[src/rtl/lsu_mem_stage_if.sv]
// rtl/lsu_mem_stage_if.sv - req/gnt/rvalid memory port bundle for the LSU memory stage
//
// Signals:
//   req, gnt          request / grant handshake
//   we, addr, be      write flag, XLEN/8-aligned address, byte enables
//   wdata             lane-steered store data
//   rvalid, rdata     read response
// Modports: master = LSU side, slave = memory side.
interface lsu_mem_stage_if #(
  parameter int XLEN = 32
);
  logic              req;
  logic              gnt;
  logic              we;
  logic [XLEN-1:0]   addr;
  logic [XLEN/8-1:0] be;
  logic [XLEN-1:0]   wdata;
  logic              rvalid;
  logic [XLEN-1:0]   rdata;

  modport master (
    output req, we, addr, be, wdata,
    input  gnt, rvalid, rdata
  );

  modport slave (
    input  req, we, addr, be, wdata,
    output gnt, rvalid, rdata
  );
endinterface

[src/rtl/lsu_mem_stage.sv]
// rtl/lsu_mem_stage.sv - pipelined load/store memory stage with lane steering and error flags
//
// Ports:
//   clk, rst_n               clock, synchronous active-low reset
//   in_valid / in_ready      op handshake; op fields in_is_load, in_is_nop, in_size,
//                            in_unsigned, in_imm, in_rs1_data, in_rs2_data, in_rd
//   mem (master)             req/gnt/rvalid memory port
//   wb_*                     one-cycle completion pulse with data, address and error flags
module lsu_mem_stage #(
  parameter int XLEN    = 32,
  parameter int IMM_W   = 12,
  parameter int RD_W    = 5,
  parameter int TIMEOUT = 16
) (
  input  logic              clk,
  input  logic              rst_n,
  input  logic              in_valid,
  output logic              in_ready,
  input  logic              in_is_load,
  input  logic              in_is_nop,
  input  logic [1:0]        in_size,
  input  logic              in_unsigned,
  input  logic [IMM_W-1:0]  in_imm,
  input  logic [XLEN-1:0]   in_rs1_data,
  input  logic [XLEN-1:0]   in_rs2_data,
  input  logic [RD_W-1:0]   in_rd,
  lsu_mem_stage_if.master   mem,
  output logic              wb_valid,
  output logic              wb_is_load,
  output logic [RD_W-1:0]   wb_rd,
  output logic [XLEN-1:0]   wb_data,
  output logic [XLEN-1:0]   wb_addr,
  output logic              wb_misalign,
  output logic              wb_timeout
);

  localparam int BE_W  = XLEN / 8;
  localparam int OFF_W = $clog2(BE_W);
  localparam int CNT_W = $clog2(TIMEOUT + 1);
  localparam logic [XLEN-1:0] WORD_MASK = XLEN'(64'h0000_0000_FFFF_FFFF);

  typedef enum logic [1:0] {IDLE, REQ, WAIT, RESP} state_t;

  state_t state_q, state_d;

  logic [XLEN-1:0]  ea_q;
  logic [1:0]       size_q;
  logic             uns_q;
  logic [RD_W-1:0]  rd_q;
  logic             is_load_q;
  logic [XLEN-1:0]  rs2_q;
  logic [CNT_W-1:0] cnt_q;
  logic [XLEN-1:0]  data_q;
  logic             mis_q;
  logic             to_q;

  logic [XLEN-1:0]  imm_sext;
  logic [XLEN-1:0]  ea_in;
  logic             mis_in;
  logic             take_op;
  logic             wait_expired;
  logic [OFF_W-1:0] off;
  logic [7:0]       size_mask;
  logic [15:0]      be_wide;
  logic [XLEN-1:0]  wdata_rep;
  logic [XLEN-1:0]  rdata_shift;
  logic [XLEN-1:0]  load_ext;

  assign imm_sext     = {{(XLEN-IMM_W){in_imm[IMM_W-1]}}, in_imm};
  assign ea_in        = in_rs1_data + imm_sext;
  assign take_op      = in_valid && in_ready && !in_is_nop;
  assign wait_expired = (cnt_q == CNT_W'(TIMEOUT - 1));
  assign off          = ea_q[OFF_W-1:0];

  // size=3 is only legal on a 64-bit datapath
  always_comb begin
    mis_in = 1'b0;
    case (in_size)
      2'd0:    mis_in = 1'b0;
      2'd1:    mis_in = ea_in[0];
      2'd2:    mis_in = |ea_in[1:0];
      default: mis_in = (XLEN == 32) || (|ea_in[2:0]);
    endcase
  end

  // Store lane steering: replicate the low bytes of rs2 across every lane so the
  // byte enables alone select where the data lands.
  always_comb begin
    size_mask = 8'h01;
    wdata_rep = rs2_q;
    case (size_q)
      2'd0: begin
        size_mask = 8'h01;
        wdata_rep = {BE_W{rs2_q[7:0]}};
      end
      2'd1: begin
        size_mask = 8'h03;
        wdata_rep = {(BE_W/2){rs2_q[15:0]}};
      end
      2'd2: begin
        size_mask = 8'h0F;
        wdata_rep = {(BE_W/4){rs2_q[31:0]}};
      end
      default: begin
        size_mask = 8'hFF;
        wdata_rep = rs2_q;
      end
    endcase
  end

  assign be_wide = {8'h00, size_mask} << off;

  // Load lane extraction: bring the addressed lane down to bit 0, then extend.
  assign rdata_shift = mem.rdata >> {off, 3'b000};

  always_comb begin
    load_ext = rdata_shift;
    case (size_q)
      2'd0: load_ext = {{(XLEN-8){!uns_q && rdata_shift[7]}}, rdata_shift[7:0]};
      2'd1: load_ext = {{(XLEN-16){!uns_q && rdata_shift[15]}}, rdata_shift[15:0]};
      2'd2: load_ext = (rdata_shift & WORD_MASK)
                     | ((!uns_q && rdata_shift[31]) ? ~WORD_MASK : '0);
      default: load_ext = rdata_shift;
    endcase
  end

  // State register
  always_ff @(posedge clk) begin
    if (!rst_n) begin
      state_q <= IDLE;
    end else begin
      state_q <= state_d;
    end
  end

  // Next-state logic
  always_comb begin
    state_d = state_q;
    case (state_q)
      IDLE: if (take_op) state_d = mis_in ? RESP : REQ;
      REQ:  if (mem.gnt) state_d = is_load_q ? WAIT : RESP;
      WAIT: if (mem.rvalid || wait_expired) state_d = RESP;
      RESP: state_d = IDLE;
      default: state_d = IDLE;
    endcase
  end

  // Op latch, wait counter and result capture
  always_ff @(posedge clk) begin
    if (!rst_n) begin
      ea_q      <= '0;
      size_q    <= '0;
      uns_q     <= 1'b0;
      rd_q      <= '0;
      is_load_q <= 1'b0;
      rs2_q     <= '0;
      cnt_q     <= '0;
      data_q    <= '0;
      mis_q     <= 1'b0;
      to_q      <= 1'b0;
    end else begin
      case (state_q)
        IDLE: begin
          if (take_op) begin
            ea_q      <= ea_in;
            size_q    <= in_size;
            uns_q     <= in_unsigned;
            rd_q      <= in_rd;
            is_load_q <= in_is_load;
            rs2_q     <= in_rs2_data;
            mis_q     <= mis_in;
            to_q      <= 1'b0;
            data_q    <= '0;
            cnt_q     <= '0;
          end
        end
        WAIT: begin
          if (mem.rvalid) begin
            data_q <= load_ext;
            cnt_q  <= '0;
          end else if (wait_expired) begin
            to_q  <= 1'b1;
            cnt_q <= '0;
          end else begin
            cnt_q <= cnt_q + CNT_W'(1);
          end
        end
        default: ;
      endcase
    end
  end

  // Outputs
  always_comb begin
    in_ready    = (state_q == IDLE) && rst_n;
    mem.req     = (state_q == REQ);
    mem.we      = mem.req && !is_load_q;
    mem.addr    = mem.req ? {ea_q[XLEN-1:OFF_W], {OFF_W{1'b0}}} : '0;
    mem.be      = mem.req ? be_wide[BE_W-1:0] : '0;
    mem.wdata   = mem.req ? wdata_rep : '0;
    wb_valid    = (state_q == RESP);
    wb_is_load  = wb_valid && is_load_q;
    wb_rd       = (wb_valid && is_load_q) ? rd_q : '0;
    wb_data     = wb_valid ? data_q : '0;
    wb_addr     = wb_valid ? ea_q : '0;
    wb_misalign = wb_valid && mis_q;
    wb_timeout  = wb_valid && to_q;
  end

endmodule
[src/flat_wrapper.sv]
// flat-port wrapper written by rule: the top's interface ports become plain ports
module lsu_mem_stage_flat 
#(
  parameter int XLEN    = 32,
  parameter int IMM_W   = 12,
  parameter int RD_W    = 5,
  parameter int TIMEOUT = 16
)
  (clk, rst_n, in_valid, in_ready, in_is_load, in_is_nop, in_size, in_unsigned, in_imm, in_rs1_data, in_rs2_data, in_rd, wb_valid, wb_is_load, wb_rd, wb_data, wb_addr, wb_misalign, wb_timeout, mem_req, mem_we, mem_addr, mem_be, mem_wdata, mem_gnt, mem_rvalid, mem_rdata);
  lsu_mem_stage_if #(.XLEN(XLEN)) mem_i ();
  input  logic clk;
  input  logic rst_n;
  input  logic in_valid;
  output logic in_ready;
  input  logic in_is_load;
  input  logic in_is_nop;
  input  logic [1:0] in_size;
  input  logic in_unsigned;
  input  logic [IMM_W-1:0] in_imm;
  input  logic [XLEN-1:0] in_rs1_data;
  input  logic [XLEN-1:0] in_rs2_data;
  input  logic [RD_W-1:0] in_rd;
  output logic wb_valid;
  output logic wb_is_load;
  output logic [RD_W-1:0] wb_rd;
  output logic [XLEN-1:0] wb_data;
  output logic [XLEN-1:0] wb_addr;
  output logic wb_misalign;
  output logic wb_timeout;
  output wire logic [$bits(mem_i.req)-1:0] mem_req;
  output wire logic [$bits(mem_i.we)-1:0] mem_we;
  output wire logic [$bits(mem_i.addr)-1:0] mem_addr;
  output wire logic [$bits(mem_i.be)-1:0] mem_be;
  output wire logic [$bits(mem_i.wdata)-1:0] mem_wdata;
  input wire logic [$bits(mem_i.gnt)-1:0] mem_gnt;
  input wire logic [$bits(mem_i.rvalid)-1:0] mem_rvalid;
  input wire logic [$bits(mem_i.rdata)-1:0] mem_rdata;
  assign mem_req = mem_i.req;
  assign mem_we = mem_i.we;
  assign mem_addr = mem_i.addr;
  assign mem_be = mem_i.be;
  assign mem_wdata = mem_i.wdata;
  assign mem_i.gnt = mem_gnt;
  assign mem_i.rvalid = mem_rvalid;
  assign mem_i.rdata = mem_rdata;
  lsu_mem_stage #(.XLEN(XLEN), .IMM_W(IMM_W), .RD_W(RD_W), .TIMEOUT(TIMEOUT)) u_core (.clk(clk), .rst_n(rst_n), .in_valid(in_valid), .in_ready(in_ready), .in_is_load(in_is_load), .in_is_nop(in_is_nop), .in_size(in_size), .in_unsigned(in_unsigned), .in_imm(in_imm), .in_rs1_data(in_rs1_data), .in_rs2_data(in_rs2_data), .in_rd(in_rd), .mem(mem_i), .wb_valid(wb_valid), .wb_is_load(wb_is_load), .wb_rd(wb_rd), .wb_data(wb_data), .wb_addr(wb_addr), .wb_misalign(wb_misalign), .wb_timeout(wb_timeout));
endmodule
[config.mk]
export PLATFORM = sky130hd
export DESIGN_NAME = lsu_mem_stage_flat
export DESIGN_NICKNAME = d
export VERILOG_FILES = /design/src/rtl/lsu_mem_stage_if.sv /design/src/rtl/lsu_mem_stage.sv /design/src/flat_wrapper.sv
export SDC_FILE = /design/constraint.sdc
export NUM_CORES = 1
export LEC_CHECK = 0
export CORE_ASPECT_RATIO = 0.8
export CORE_MARGIN = 2
export CORE_UTILIZATION = 45
export DETAILED_ROUTE_END_ITERATION = 12
export PLACE_DENSITY = 0.89
export SLEW_MARGIN = 10
export SYNTH_ARGS = -nofsm -noshare
export SYNTH_HDL_FRONTEND = slang
export SYNTH_SLANG_ARGS = --single-unit
[constraint.sdc]
create_clock -name clk -period 3.15 [get_ports clk]
set_input_delay 0.315 -clock clk [delete_from_list [all_inputs] [get_ports clk]]
set_output_delay 0.315 -clock clk [all_outputs]
set_load 0.03 [all_outputs]
After elaboration in Yosys (flattened, before gate mapping). Cells that the tools add are included.

Flip-flop bits (word level): 114. Word-level logic and storage cells: 79.

Add/sub/neg operators: 2. Eq/ne operators: 14. Shift operators: 2. Muxes and demuxes: 27. Reductions and logical operators: 23.

Operators by type and width (count): 32-bit 2-to-1 mux (6); 32-bit one-hot mux with 2 select lines (3); 32-bit adder (1); 32-bit by 5-bit >> shifter with 32-bit output (1); 8-bit one-hot mux with 3 select lines (1); 5-bit 2-to-1 mux (4); 5-bit one-hot mux with 2 select lines (1); 1-bit logical AND (9); 2-bit equality test, second input constant (4); 2-bit 2-to-1 mux (4); 2-bit by 1-bit != test with 1-bit output, second input constant (4); 2-bit one-hot mux with 4 select lines (1); 8-bit by 2-bit left shift with 4-bit output (1); 2-bit by 1-bit equality test with 1-bit output, second input constant (3); 2-bit logical NOT (3); 3-bit AND reduction (2); 5-bit by 1-bit adder with 5-bit output, second input constant (1); 5-bit by 4-bit equality test with 1-bit output, second input constant (1); 1-bit 2-to-1 mux (4); 4-bit 2-to-1 mux (1); 2-bit != test, second input constant (2); 2-bit AND reduction (2); 4-bit AND reduction (1); 1-bit logical NOT (3); other kinds (5) (5).

Logic depth before layout (Yosys ltp). Gate-level depths: netlist (run 1).

Depth in word-level cells: 6. Depth in mapped cells: 12. Depth with buffers taken out: 10.

Worst setup path before layout (run 1). OpenSTA, ideal clock, no wires.

Path type: input -> register. Start: input port in_imm[0]. End: register u_core.ea_q[28]. Setup time: 0.127 ns. Data arrival time: 2.523 ns. Data required time: 3.023 ns. Path slack: 0.499 ns. Stages: 10. Cells stage by stage: ha_1 fa_1 a211oi_1 o21ai_1 a31o_2 o211ai_1 a211o_1 and3_1 nor4_1 or3b_1.

Cells in the longest elaborated chain, start to end: 1.

RTL lines: from (decl) (RTL line flat_wrapper.sv:19) `input logic [IMM_W-1:0] in_imm;`; 32-bit adder (RTL line lsu_mem_stage.sv:70) `assign ea_in = in_rs1_data + imm_sext;`; to (signal assigned) (RTL line lsu_mem_stage.sv:165) `ea_q <= ea_in;`; to (decl) (RTL line lsu_mem_stage.sv:46) `logic [XLEN-1:0] ea_q;`.

Every way passes these cells. A chain may end at the register's enable or synchronous reset.

Worst setup path after layout (run 1).
Start: register u_core.size_q[0]. End: output port mem_wdata[12].

Cells in the longest elaborated chain, start to end: 3. Elaborated cells on any way between the ends: 4. Classes of those cells: eq/ne: 1; mux: 2; reduce/logical: 1.

RTL lines: from (decl) (RTL line lsu_mem_stage.sv:47) `logic [1:0] size_q;`; from (signal assigned) (RTL line lsu_mem_stage.sv:166) `size_q <= in_size;`; 2-bit by 1-bit equality test with 1-bit output or 2-bit logical NOT (tied branches) (RTL line lsu_mem_stage.sv:91) `case (size_q)`; 32-bit one-hot mux with 2 select lines * (RTL line lsu_mem_stage.sv:91); 32-bit 2-to-1 mux * (RTL line lsu_mem_stage.sv:200) `mem.wdata = mem.req ? wdata_rep : '0;`; to (decl) (RTL line flat_wrapper.sv:34) `output wire logic [$bits(mem_i.wdata)-1:0] mem_wdata;`.

Mark *: on every way between the ends. The rest lies on a longest branch, timed or not.

==> results of run 1 <==
final cells by class:
| cell class | count | area [um2] |
|---|---|---|
| inverters | 16 | 60.06 |
| clock inverters | 14 | 198.9 |
| well taps | 225 | 281.5 |
| clock buffers | 18 | 439.2 |
| repair buffers | 296 | 2893 |
| flip-flops and latches | 114 | 2283 |
| multi-input cells | 830 | 5274 |
| fillers | 1370 | 5841 |
sequential cells by signal, summed over array words and instances, names as in the netlist, 2 cells and up:
signal,count
u_core.cnt_q,5
u_core.data_q,32
u_core.ea_q,32
u_core.rd_q,5
u_core.rs2_q,32
u_core.size_q,2
u_core.state_q,2
power by group through the flow:
stage	Combinational, uW	Clock, uW	Sequential [uW]
5_1_grt	1770	2180	1670
2_1_floorplan	1050	0	1640
3_5_place_dp	1590	0	1680
4_1_cts	1620	2120	1660
6_report	1630	2090	1660
3_3_place_gp	1560	0	1680
logic make-up (layout without fill, tap and decap cells):
| kind of cell | count (synthesis) | count (layout) |
|---|---|---|
| AOI/OAI and AO/OA | 268 | 268 |
| xor gates and xnor gates | 27 | 27 |
| other | 1 | 2 |
| adders and majority gates | 38 | 38 |
| buffers and inverters | 95 | 344 |
| DFF | 114 | 114 |
| and+or+nand+nor | 454 | 454 |
| muxes | 41 | 41 |
layout by cell type, fill, tap and decap left out, types with 16 or more instances in the layout:
cell | synthesis | routed
buf_4 | 2 | 32
clkbuf_16 | 0 | 17
a21boi_0 | 61 | 61
o21ai_0 | 68 | 68
nor2b_1 | 28 | 28
a22oi_1 | 18 | 18
mux2i_1 | 33 | 33
clkdlybuf4s50_1 | 0 | 263
nand2_1 | 198 | 198
dfxtp_1 | 114 | 113
inv_1 | 16 | 16
a21oi_1 | 41 | 41
nand3_1 | 23 | 23
and2_1 | 135 | 135
ha_1 | 37 | 35
nor2_1 | 26 | 26
worst paths after layout:
kind | endpoint | slack (ns)
worst min-delay path | u_core.rs2_q[30]$_SDFFE_PN0P_ | 0.46
worst min register to register | u_core.mis_q$_SDFFE_PN0P_ | 0.46
worst max register to register | u_core.data_q[31]$_SDFFE_PN0P_ | 0.42
worst max-delay path | mem_wdata[12] | 0.17
what timing repair did:
action                     CTS  global route
setup endpoints to repair   19             3
gates resized for setup      1             1
hold buffers                 0             0
routing by layer:
layer / wire [um] / up-vias
met5: 0 / -
met4: 688 / 0
met3: 2054 / 49
met2: 11650 / 384
met1: 10650 / 3874
li1: - / 4041
worst min-delay path: cells and delay by family:
family,cells,cell delay (ns)
AO/OA/AOI/OAI,1,0.06
AND/OR/NAND/NOR,1,0.05
buffers and inverters,1,0.39
metrics by stage:
step	instance area, um2	worst slack, ns	power (uW)	cells
finish	11430	0.1724	5371	1513
global route	11430	0.05907	5628	1513
CTS	11420	0.2014	5392	1513
detailed placement	10780	-0.1384	3276	1481
global placement	10780	-0.05943	3241	1481
floorplan	7920	0.4995	2686	1039
==> results.json, run 1 <==
{
  "core-area_um2": 17270,
  "synth_cell_types": 68,
  "p_comb_frac": 0.303,
  "p_leak_uw": 0.004222,
  "hold_class": "in2reg",
  "fp-row-count": 43,
  "met2_usage": 0.4400,
  "grt_pass1_vias": 7833,
  "rsz0062_at_grt": "no",
  "r2r_start": "u_core.state_q[1]$_SDFFE_PN0P_",
  "top_level_ports": 267,
  "initial_core_util": 0.4584,
  "yosysTopAreaCellShare": 0.2883,
  "clk_latency_ns": 0.41,
  "hold_path_depth": 3,
  "antenna_left": 0,
  "path_class": "reg2out",
  "synthArstFlopShare": 0,
  "crit_buf_inv": 1,
  "busiest_layer": "met2",
  "yosysWarnings": 0,
  "cp.depth": 4,
  "hpwl_um": 17960,
  "initialDrtViolationCount": 527,
  "die-area_um2": 18680,
  "drc": 0,
  "vias_per_cell": 5.518,
  "final_util": 0.6618,
  "hold_viol_final": 0,
  "min-delay-start": "in_rs2_data[30]",
  "use_met1": 0.3299,
  "antenna_found_initial": 0,
  "crit_start": "u_core.size_q[0]$_SDFFE_PN0P_",
  "synth-simple-area-share": 0.2894,
  "cap_violations": 0,
  "routedWlPerCell_um": 16.56,
  "synthFlopType": "dfxtp_1",
  "syn_to_final_growth_pct": 44.38,
  "critPathSlowestCell": "clkdlybuf4s50_1",
  "drv_slew": 0,
  "num_vias": 8348,
  "ys_ff_latch": 114,
  "synthAdderAreaFrac": 0.06101,
  "tightest_slew_ns": 1.000,
  "setup_viol": 0,
  "status": "finished, final reports clean",
  "routed_wl_um": 25050,
  "grtUsageTotal": 0.2624,
  "use_met3": 0.06391,
  "syn_area_per_cell_um2": 7.627,
  "crit_fanout": 18,
  "synthTopCellsByCount": "nand2_1, and2_1, dfxtp_1",
  "root_buffer": "clkbuf_16",
  "cp-end-kind": "primary output",
  "cts-buffers-inserted": 17,
  "diodes": 0,
  "routabilityCongestion": 0.9396,
  "grt_pass1_wl_um": 39630,
  "required_ns": 2.83,
  "skew_ns": 0.006460,
  "holdWs_ns": 0.4616,
  "ctsHtreeMaxLevel": 4,
  "fmaxAchievable_ghz": 0.3358,
  "worstPathCellList": "or2_2, nand2_1, a21boi_0, clkdlybuf4s50_1",
  "p_int_uw": 3594,
  "nNetsFinal": 1436,
  "cp-start-kind": "register",
  "syn_area_um2": 7916,
  "netSwitchingPower_uw": 1777,
  "synth_top_area_cell": "dfxtp_1",
  "cts_tree": "yes",
  "slew_headroom": 0.3332,
  "path_delay_family": "buffers and inverters",
  "drive_above_1_share": 0.07220,
  "cpPeakStageDelay_ns": 0.74,
  "synth_compound_area_frac": 0.2292,
  "die_h_um": 122.6,
  "cts_buffer_depth": 2,
  "swShare": 0.3308,
  "finalCriticalPeriod_ns": 2.978,
  "tns_ns": 0,
  "worstRegToRegCells": 10,
  "synth_edf_count": 0,
  "cts.sinks": 114,
  "clkSlewWorstSetupHoldPaths_ns": 0.06,
  "synth_xor_area_frac": 0.02987,
  "die_width_um": 152.3,
  "synth_mux_area_frac": 0.05311,
  "overflow": 0,
  "seq_power_share": 0.308,
  "synth_most_common_cell": "nand2_1",
  "post_cts_buffers": 0,
  "ys_seq_area_frac": 0.2883,
  "netlist_top_cells_area": "dfxtp_1, and2_1, nand2_1",
  "grt_max_degree": 113,
  "p_clk_frac": 0.388,
  "arrival_ns": 2.66,
  "p_per_area_nw_per_um2": 469.9,
  "first_pass_iters": 5,
  "timing.final.crit_share": 0.9453,
  "ir_drop_mv": 0.3599,
  "synth_top_family_by_area": "simple AND/OR/NAND/NOR gates",
  "syn_inst": 1038,
  "portBuffers": 264
}
(Power assumes the default switching activity.)
==> run 2, diff against run 1 <==
--- a/config.mk
+++ b/config.mk
@@ -11,4 +11,5 @@
 export DETAILED_ROUTE_END_ITERATION = 12
 export PLACE_DENSITY = 0.89
+export RECOVER_POWER = 100
 export SLEW_MARGIN = 10
 export SYNTH_ARGS = -nofsm -noshare
==> constraint.sdc (replaced) <==
create_clock -name clk -period 3.15 [get_ports clk]
set_input_delay 0.4725 -clock clk [delete_from_list [all_inputs] [get_ports clk]]
set_output_delay 0.4725 -clock clk [all_outputs]
set_load 0.03 [all_outputs]
==> results.json, run 2 (synthesis gave the netlist of run 1 again) <==
{
  "diodes": 0,
  "rsz0062_at_grt": "no",
  "tightest_slew_ns": 1.176,
  "grtUsageTotal": 0.2592,
  "syn_to_final_growth_pct": 44.56,
  "worstPathCellList": "clkdlybuf4s50_1, ha_1, fa_1, a211oi_1, buf_4, o21ai_1, a31o_2, o211ai_1, a211o_1, and3_1, nor4_1, or3b_1",
  "path_delay_family": "compound AO/OA/AOI/OAI gates",
  "grt_pass1_wl_um": 39500,
  "netSwitchingPower_uw": 1746,
  "grt_pass1_vias": 7775,
  "p_per_area_nw_per_um2": 446.8,
  "die_width_um": 152.3,
  "hold_class": "reg2reg",
  "first_pass_iters": 5,
  "crit_fanout": 3,
  "vias_per_cell": 5.443,
  "p_clk_frac": 0.358,
  "ir_drop_mv": 0.3357,
  "timing.final.crit_share": 0.9487,
  "ctsHtreeMaxLevel": 4,
  "routabilityCongestion": 0.9123,
  "clk_latency_ns": 0.41,
  "initialDrtViolationCount": 506,
  "rr_endpoint": "u_core.data_q[24]$_SDFFE_PN0P_",
  "cp-end-kind": "register",
  "cts_buffer_depth": 2,
  "swShare": 0.3416,
  "nNetsFinal": 1451,
  "whs_endpoint": "u_core.rd_q[0]$_SDFFE_PN0P_",
  "hpwl_um": 18170,
  "hold_viol_final": 0,
  "antenna_found_initial": 0,
  "worstRegToRegCells": 10,
  "seq_power_share": 0.323,
  "finalCriticalPeriod_ns": 2.988,
  "critPathSlowestCell": "clkdlybuf4s50_1",
  "core-area_um2": 17270,
  "min-delay-start": "u_core.rd_q[0]$_SDFFE_PN0P_",
  "grt_max_degree": 113,
  "hold_path_depth": 2,
  "dpl_cell_area_um2": 10890,
  "initial_core_util": 0.4584,
  "drc": 0,
  "setup_viol": 0,
  "routed_wl_um": 24710,
  "overflow": 0,
  "cpPeakStageDelay_ns": 0.41,
  "crit_buf_inv": 2,
  "p_int_uw": 3367,
  "layout_setup_ws_ns": 0.1616,
  "die_h_um": 122.6,
  "num_vias": 8317,
  "r2r_start": "u_core.state_q[0]$_SDFFE_PN0P_",
  "cp-start-kind": "primary input",
  "cts_tree": "yes",
  "required_ns": 3.44,
  "drv_slew": 0,
  "portBuffers": 264,
  "p_leak_uw": 0.004692,
  "reg2reg_slack_ns": 0.38,
  "mostFrequentLayoutCells": "nand2_1, dlygate4sd3_1, clkdlybuf4s50_1",
  "dp_slack_ns": -0.2100,
  "top_regs": "u_core.data_q x32, u_core.ea_q x32, u_core.rs2_q x32",
  "fmaxAchievable_ghz": 0.3346,
  "root_buffer": "clkbuf_16",
  "top_level_ports": 267,
  "skew_ns": 0.007990,
  "p_comb_frac": 0.319,
  "routedWlPerCell_um": 16.17,
  "cts.sinks": 114,
  "arrival_ns": 3.28,
  "drive_above_1_share": 0.07828,
  "path_class": "in2reg",
  "slew_headroom": 0.2162,
  "final_area_um2": 11440,
  "cts-buffers-inserted": 17,
  "cap_violations": 0,
  "die-area_um2": 18680,
  "clkSlewWorstSetupHoldPaths_ns": 0.06,
  "status": "finished, final reports clean",
  "antenna_left": 0,
  "final_common_cell": "nand2_1",
  "fp-row-count": 43
}
-- run 2: cell types whose count changed in the layout (fill, tap and decap cells not counted), sizes merged --
cell,change
clkinvlp,+1
inv,-3
clkdlybuf4s50,-132
clkinv,+3
dlygate4sd3,+132
buf,+9
bufinv,-3
clkbuf,+8
-- run 2: worst min-delay path, stage by stage, from the launching register on --
cell      delay, ns
dfxtp_1        0.30
nand2_1        0.04
a21boi_0       0.06
-- run 2: power groups by stage --
stage	Clock, uW	Combinational, uW	Sequential [uW]
floorplan	0	1050	1640
global placement	0	1590	1670
detailed placement	0	1640	1680
CTS	1860	1660	1650
global route	1930	1790	1670
finish	1830	1630	1650
-- run 2: repair_timing --
item | 4_1_cts | 5_1_grt
setup buffers | 0 | 0
hold buffers | 0 | 0
resized for setup | 1 | 1
endpoints found under the setup margin | 19 | 16
endpoints found under the hold margin | 0 | 0
-- run 2: final cells by class --
class | instances | area [um2]
tap | 225 | 281.5
fill | 1418 | 5827
multi-input combinational | 830 | 5263
clock buffer | 20 | 456.7
timing repair buffer | 311 | 2990
inverter | 16 | 60.06
sequential | 114 | 2283
clock inverter | 12 | 108.9
-- run 2: per-stage QoR --
step                      hold slack [ns]  utilization  power [uW]  setup TNS (ns)  instances
after floorplan                    0.4293            -        2686               0       1039
after global placement             0.4421       0.6305        3265         -0.2580       1496
after detailed placement           0.4518       0.6305        3313         -0.9357       1496
after CTS                          0.4637       0.6638        5163               0       1528
after global routing               0.4836       0.6626        5389               0       1528
final                              0.4606       0.6626        5113               0       1528
-- run 2: layer usage --
metal  GRT usage  vias up  part of all wire  routed length [um]
met5           0        -                 0                   0
met4     0.07009        0             0.015                 375
met1      0.3343     3889              0.43               10710
met3     0.05508       32             0.068                1670
li1            -     4070                 -                   -
met2      0.4437      326              0.48               11950
-- run 2: worst max path at each step --
stage                              startpoint                            to  slack (ns)  depth (start not counted)
2_1_floorplan                       in_imm[0]  u_core.ea_q[28]$_SDFFE_PN0P_        0.34                         10
3_3_place_gp                        in_imm[0]  u_core.ea_q[28]$_SDFFE_PN0P_       -0.17                         12
3_5_place_dp                        in_imm[0]  u_core.ea_q[28]$_SDFFE_PN0P_       -0.21                         12
4_1_cts        u_core.state_q[1]$_SDFFE_PN0P_                  mem_addr[23]        0.15                          5
5_1_grt                             in_imm[1]  u_core.ea_q[23]$_SDFFE_PN0P_        0.01                         12
6_report                            in_imm[0]  u_core.ea_q[28]$_SDFFE_PN0P_        0.16                         12
==> run 3, diff against run 2 <==
Settings changed: CAP_MARGIN set to 25, CORE_UTILIZATION 45 to 47, PLACE_DENSITY 0.89 to 0.92.
==> results.json, run 3 (synthesis gave the netlist of run 1 again) <==
{
  "status": "finished, final reports clean",
  "top_regs": "u_core.data_q x32, u_core.ea_q x32, u_core.rs2_q x32",
  "first_pass_iters": 5,
  "p_leak_uw": 0.004596,
  "cts.sinks": 114,
  "cp-end-kind": "primary output",
  "drive_above_1_share": 0.08046,
  "diodes": 0,
  "dpl_cell_area_um2": 10920,
  "hold_viol_final": 0,
  "clk_latency_ns": 0.42,
  "timing.final.crit_share": 0.9656,
  "final_common_cell": "nand2_1",
  "core-area_um2": 16500,
  "skew_ns": 0.006686,
  "drv_slew": 0,
  "grt_max_degree": 113,
  "grtUsageTotal": 0.2874,
  "mostFrequentLayoutCells": "nand2_1, clkdlybuf4s50_1, dfxtp_1",
  "syn_to_final_growth_pct": 45.27,
  "fp-row-count": 42,
  "finalCriticalPeriod_ns": 3.041,
  "routedWlPerCell_um": 17.15,
  "arrival_ns": 2.57,
  "die-area_um2": 17900,
  "path_class": "reg2out",
  "num_vias": 8599,
  "die_width_um": 149.1,
  "initialDrtViolationCount": 656,
  "hpwl_um": 18660,
  "routed_wl_um": 26150,
  "cts_buffer_depth": 2,
  "top_level_ports": 267,
  "post_cts_buffers": 0,
  "cp-start-kind": "register",
  "grt_pass1_wl_um": 41330,
  "fmaxAchievable_ghz": 0.3288,
  "grt_pass1_vias": 8316,
  "antenna_found_initial": 0,
  "rsz0062_at_grt": "no",
  "postCtsHoldBufs": 0,
  "tightest_slew_ns": 1.034,
  "vias_per_cell": 5.639,
  "antenna_left": 0,
  "hold_path_depth": 2,
  "overflow": 0,
  "hold_class": "reg2reg",
  "p_per_area_nw_per_um2": 456.7,
  "tns_ns": 0,
  "cts_tree": "yes",
  "drc": 0,
  "routabilityCongestion": 0.9331,
  "clkSlewWorstSetupHoldPaths_ns": 0.06,
  "initial_core_util": 0.4798,
  "ctsHtreeMaxLevel": 4,
  "portBuffers": 264,
  "crit_fanout": 18,
  "cap_violations": 0,
  "ir_drop_mv": 0.4205,
  "root_buffer": "clkbuf_16",
  "required_ns": 2.68,
  "setup_viol": 0,
  "cts-buffers-inserted": 17,
  "slew_headroom": 0.3109,
  "nNetsFinal": 1453,
  "final_area_um2": 11500,
  "worstRegToRegCells": 10,
  "die_h_um": 120.1
}
run 3: final timing paths:
| path | startpoint | endpoint | slack, ns |
|---|---|---|---|
| min reg2reg | u_core.data_q[1]$_SDFFE_PN0P_ | u_core.data_q[1]$_SDFFE_PN0P_ | 0.46 |
| max reg2reg | u_core.state_q[0]$_SDFFE_PN0P_ | u_core.data_q[29]$_SDFFE_PN0P_ | 0.38 |
| max | u_core.size_q[0]$_SDFFE_PN0P_ | mem_wdata[13] | 0.11 |
| min | u_core.data_q[1]$_SDFFE_PN0P_ | u_core.data_q[1]$_SDFFE_PN0P_ | 0.46 |
run 3: area by class of cell:
class	instances	area (um2)
clock buffer	18	439.2
clock inverter	14	153.9
fill	1295	5001
inverter	16	60.06
multi-input combinational	830	5264
sequential	114	2283
tap	220	275.3
timing repair buffer	313	3024
run 3: power by group:
group	switching (uW)	total [uW]	internal, uW
clock network	741	1930	1190
logic	971	1660	693
registers	99.4	1660	1560
run 3: per-stage QoR:
| step | setup slack (ns) | util | instances | hold slack (ns) | power (uW) |
|---|---|---|---|---|---|
| finish | 0.1085 | 0.6969 | 1525 | 0.4626 | 5251 |
| global route | 0.01826 | 0.6969 | 1525 | 0.4855 | 5494 |
| CTS | 0.1191 | 0.6984 | 1525 | 0.4636 | 5281 |
| detailed placement | -0.2763 | 0.6618 | 1493 | 0.4511 | 3322 |
| global placement | -0.2285 | 0.6618 | 1493 | 0.4399 | 3274 |
| floorplan | 0.3420 | - | 1039 | 0.4293 | 2686 |
run 3: metal layers:
metal,vias to the layer above,part of all wire,GRT usage
met2,439,0.48,0.4804
met3,70,0.086,0.06996
met5,-,0,0
met1,4014,0.41,0.3588
met4,0,0.026,0.1065
li1,4076,-,-
run 3: critical path, stage by stage, from the launching register on:
cell and delay, ns:
dfxtp_1 0.55, or2_2 0.44, nand2_1 0.13, a21boi_0 0.28
clkdlybuf4s50_1 0.75
run 3: repair_timing:
action | 4_1_cts | 5_1_grt
setup endpoints to repair | 18 | 22
gates resized for setup | 1 | 3
cloned | 0 | 0
==> RTL edit 1: new RTL, config.mk and constraints of run 3 <==
One comparison of `cnt_q` changes from == to >=.
--- a/src/rtl/lsu_mem_stage.sv
+++ b/src/rtl/lsu_mem_stage.sv
@@ -69,7 +69,7 @@
   assign imm_sext     = {{(XLEN-IMM_W){in_imm[IMM_W-1]}}, in_imm};
   assign ea_in        = in_rs1_data + imm_sext;
   assign take_op      = in_valid && in_ready && !in_is_nop;
-  assign wait_expired = (cnt_q == CNT_W'(TIMEOUT - 1));
+  assign wait_expired = (cnt_q >= CNT_W'(TIMEOUT - 1));
   assign off          = ea_q[OFF_W-1:0];
 
   // size=3 is only legal on a 64-bit datapath
Formal check against the unedited RTL: same outputs for any inputs over 4 cycles, from zero or initial values and one cycle with rst_n low; that may be too few to reach the edited logic, so the function may still have changed.
==> RTL edit 1 against run 3 <==
Sequential share of layout area up 0.39 points. Fmax rose by 0.61%. Design area shrank 1.9%. Power rose by 0.57%. Routed wire length increased by 0.67%. Via count is 2.6% lower. Setup slack improved by 0.019 ns. Synthesized area shrank 4.0%. Critical endpoint is now mem_wdata[19]. Core utilization is 1.7 points higher. Sequential cell count stayed put. Non-clock buffer count is 11 higher.
==> RTL edit 1: results <==
export IMPL_nNetsFinal=1443
export IMPL_status="complete, no violations"
export IMPL_fill_cells=1235
export IMPL_slowest_stage="dlygate4sd3_1"
export IMPL_startpoint="u_core.state_q[1]$_SDFFE_PN0P_"
export IMPL_critPathMaxFanout=37
export IMPL_clkCellAreaFrac_pct=5.31
export IMPL_synth_area_leaders="dfxtp_1 (30%), and2_1 (9.6%), nand2_1 (9.3%)"
export IMPL_antenna_found_initial=1
export IMPL_cp_arrival_ns=2.55
export IMPL_hpwl_um=19400
export IMPL_vias=8374
export IMPL_buf_share_pct=27.3
export IMPL_grt_pass1_vias=8035
export IMPL_postPlaceCellArea_um2=10700
export IMPL_track_usage_pct=29.8
export IMPL_relSlewSlack_pct=28.5
export IMPL_ys_seq_area_share_pct=30.0
export IMPL_nNonClkInverters=12
export IMPL_multi_input_gates=812
export IMPL_min_from="u_core.rd_q[1]$_SDFFE_PN0P_"
export IMPL_wl_um=26300
export IMPL_p_per_area_nw_per_um2=468
export IMPL_grt_pass1_wl_um=41400
export IMPL_synth_common_cells="nand2_1 (189), and2_1 (117), dfxtp_1 (114), a21oi_1 (108), clkbuf_1 (65)"
export IMPL_nNonClkBuffers=324
[RTL edit 1: per-stage QoR]
| step | hold WS (ns) | setup WS [ns] |
|---|---|---|
| finish | 0.450 | 0.127 |
| global route | 0.461 | 0.0411 |
| CTS | 0.450 | 0.128 |
| detailed placement | 0.442 | -0.251 |
| global placement | 0.439 | -0.0976 |
| floorplan | 0.432 | 0.508 |
[RTL edit 1: per-layer routing]
| layer | GRT usage, % | wire length, um | up-vias |
|---|---|---|---|
| met5 | 0 | 0 | - |
| met4 | 9.41 | 671 | 0 |
| met1 | 38.1 | 11300 | 3917 |
| met3 | 7.67 | 2210 | 49 |
| met2 | 49.4 | 12100 | 374 |
| li1 | - | - | 4034 |
[RTL edit 1: worst paths after layout]
| check | end | slack (ns) | cells after the start |
|---|---|---|---|
| max | mem_wdata[19] | 0.13 | 5 |
| min | u_core.rd_q[1]$_SDFFE_PN0P_ | 0.45 | 2 |
| max reg2reg | u_core.ea_q[14]$_SDFFE_PN0P_ | 0.29 | 7 |
| min reg2reg | u_core.rd_q[1]$_SDFFE_PN0P_ | 0.45 | 2 |
[RTL edit 1: power breakdown]
group	total, mW	internal (mW)	switching (mW)
sequential	1.65	1.55	0.0927
clock	1.99	1.19	0.795
combinational	1.65	0.680	0.971
[RTL edit 1: cell families after synthesis]
| family | after synthesis | synth area share, % |
|---|---|---|
| AO/OA/AOI/OAI | 277 | 23.4 |
| XOR/XNOR | 24 | 2.77 |
| adder cells (fa/ha/maj) | 39 | 6.52 |
| buffers and inverters | 85 | 4.35 |
| flip-flops | 114 | 30.0 |
| multiplexers | 40 | 5.40 |
| other | 1 | 0.0493 |
| AND/OR/NAND/NOR | 430 | 27.5 |
[RTL edit 1: timing repair]
action,in CTS,in global routing
pin swaps,0,0
setup endpoints to repair,29,10
resized for setup,1,2
==> RTL edit 2: new RTL, flow settings as in run 3 <==
Made on the original files. `TIMEOUT` is set to 16 in 2 places; all go to 32.
--- a/src/rtl/lsu_mem_stage.sv
+++ b/src/rtl/lsu_mem_stage.sv
@@ -10,7 +10,7 @@
   parameter int XLEN    = 32,
   parameter int IMM_W   = 12,
   parameter int RD_W    = 5,
-  parameter int TIMEOUT = 16
+  parameter int TIMEOUT = 32
 ) (
   input  logic              clk,
   input  logic              rst_n,
--- a/src/flat_wrapper.sv
+++ b/src/flat_wrapper.sv
@@ -4,7 +4,7 @@
   parameter int XLEN    = 32,
   parameter int IMM_W   = 12,
   parameter int RD_W    = 5,
-  parameter int TIMEOUT = 16
+  parameter int TIMEOUT = 32
 )
   (clk, rst_n, in_valid, in_ready, in_is_load, in_is_nop, in_size, in_unsigned, in_imm, in_rs1_data, in_rs2_data, in_rd, wb_valid, wb_is_load, wb_rd, wb_data, wb_addr, wb_misalign, wb_timeout, mem_req, mem_we, mem_addr, mem_be, mem_wdata, mem_gnt, mem_rvalid, mem_rdata);
   lsu_mem_stage_if #(.XLEN(XLEN)) mem_i ();
Formal check against the unedited RTL: same outputs for any inputs over 4 cycles, from zero or initial values and one cycle with rst_n low; that may be too few to reach the edited logic, so the function may still have changed.
==> RTL edit 2 against run 3 <==
Power rose by 1.7%. Setup slack better by 0.085 ns. Routed wire length fell by 0.70%. Highest routed layer unchanged. Largest power group unchanged. Synthesized area shrank 0.54%. Sequential cell count grew 1. Core utilization decreased by 0.32 points. Count of clock-buffer cells in the layout unchanged. Synthesized cell count rose by 2.0%. Worst hold slack got worse by 0.012 ns. Largest cell class unchanged. Via count decreased by 0.17%. Non-clock buffer count down 14. Design area fell by 0.77%.
==> RTL edit 2: results <==
export IMPL_synth_fa_ha_area_share_pct=6.13
export IMPL_synth_xor_area_share_pct=2.45
export IMPL_holdWs_ns=0.450
export IMPL_drt_iter0_drc=600
export IMPL_synth_common_cells="nand2_1 (210), and2_1 (123), dfxtp_1 (115), a21oi_1 (111), clkbuf_1 (64)"
export IMPL_highest_layer="met4"
export IMPL_wl_um=26000
export IMPL_grt_max_degree=67
export IMPL_critPathMaxFanout=3
export IMPL_drt_met1_wl_um=11300
export IMPL_drive_above_1_share_pct=6.39
export IMPL_antenna_found_initial=1
export IMPL_vdd_drop_max_v=0.000385
export IMPL_cts_made_buffers=17
export IMPL_postPlaceCellArea_um2=10800
export IMPL_critPathMaxStageDelay_ns=0.41
export IMPL_r2r_end="u_core.uns_q$_SDFFE_PN0P_"
export IMPL_diodes=0
export IMPL_track_usage_pct=28.7
export IMPL_finalClockSkew_ns=0.00767
export IMPL_synth_area_leaders="dfxtp_1 (29%), nand2_1 (10%), and2_1 (9.8%)"
export IMPL_synth_compound_area_share_pct=23.1
export IMPL_whs_endpoint="u_core.rd_q[4]$_SDFFE_PN0P_"
export IMPL_muxShareOfSynthArea_pct=5.34
export IMPL_fill_cells=1303
export IMPL_cpLargestDelayFamily="compound AO/OA/AOI/OAI gates"
export IMPL_startpoint="in_imm[0]"
export IMPL_routabilityCongestion=0.969
export IMPL_cp_endpoint="u_core.ea_q[26]$_SDFFE_PN0P_"
export IMPL_cts_setup_buffers=0
export IMPL_slowest_stage="clkdlybuf4s50_1"
export IMPL_ys_seq_area_share_pct=29.2
export IMPL_hpwl_um=19200
export IMPL_dr_wl_met3_um=2210
export IMPL_worst_slack_ns=0.193
export IMPL_ys_flop_type="dfxtp_1"
export IMPL_cts_max_path_buffers=2
export IMPL_tightest_slew_ns=1.29
export IMPL_timing_reg2reg_setup_slack_ns=0.29
export IMPL_grt_pass1_wl_um=41000
export IMPL_status="complete, no violations"
export IMPL_rr_worst_depth=7
export IMPL_yosysUniqueCellTypes=74
export IMPL_leakage_nw=4.67
export IMPL_required_ns=3.43
export IMPL_dpl_cell_count=1501
export IMPL_grt_pass1_vias=8138
export IMPL_min_from="u_core.rd_q[4]$_SDFFE_PN0P_"
export IMPL_wl_met2_um=11800
export IMPL_yosys_warnings=0
export IMPL_dpl_worst_slack_ns=-0.0677
export IMPL_cts_resized=0
export IMPL_synth_area_per_cell_um2=7.44
export IMPL_vias=8584
export IMPL_viasPerCell=5.59
==> RTL edit 2: kinds of logic after synthesis <==
group           Yosys count
compound gates          288
xor+xnor                 22
fa+ha+maj                38
buf+inv                  91
flops                   115
mux                      41
other cells               1
simple gates            463
==> RTL edit 2: final cells by class <==
type / count / area [um^2] / share of cell area (%)
Tap cell: 220 / 275 / 2.41
Clock buffer: 18 / 439 / 3.85
Clock inverter: 14 / 176 / 1.55
Inverter: 15 / 56.3 / 0.493
Sequential cell: 115 / 2300 / 20.2
Multi-Input combinational cell: 854 / 5220 / 45.8
Timing Repair Buffer: 299 / 2940 / 25.7
==> RTL edit 2: report_power, final <==
part / switching (mW) / internal, mW / total [mW]
combinational: 0.983 / 0.670 / 1.65
sequential: 0.103 / 1.57 / 1.67
clock: 0.745 / 1.27 / 2.02
total: 1.83 / 3.51 / 5.34
==> RTL edit 2: metal layers <==
metal	track usage, %	up-vias
met1	37.9	3963
met3	6.24	49
met4	10.7	0
met2	46.0	404
li1	-	4168
met5	0	-
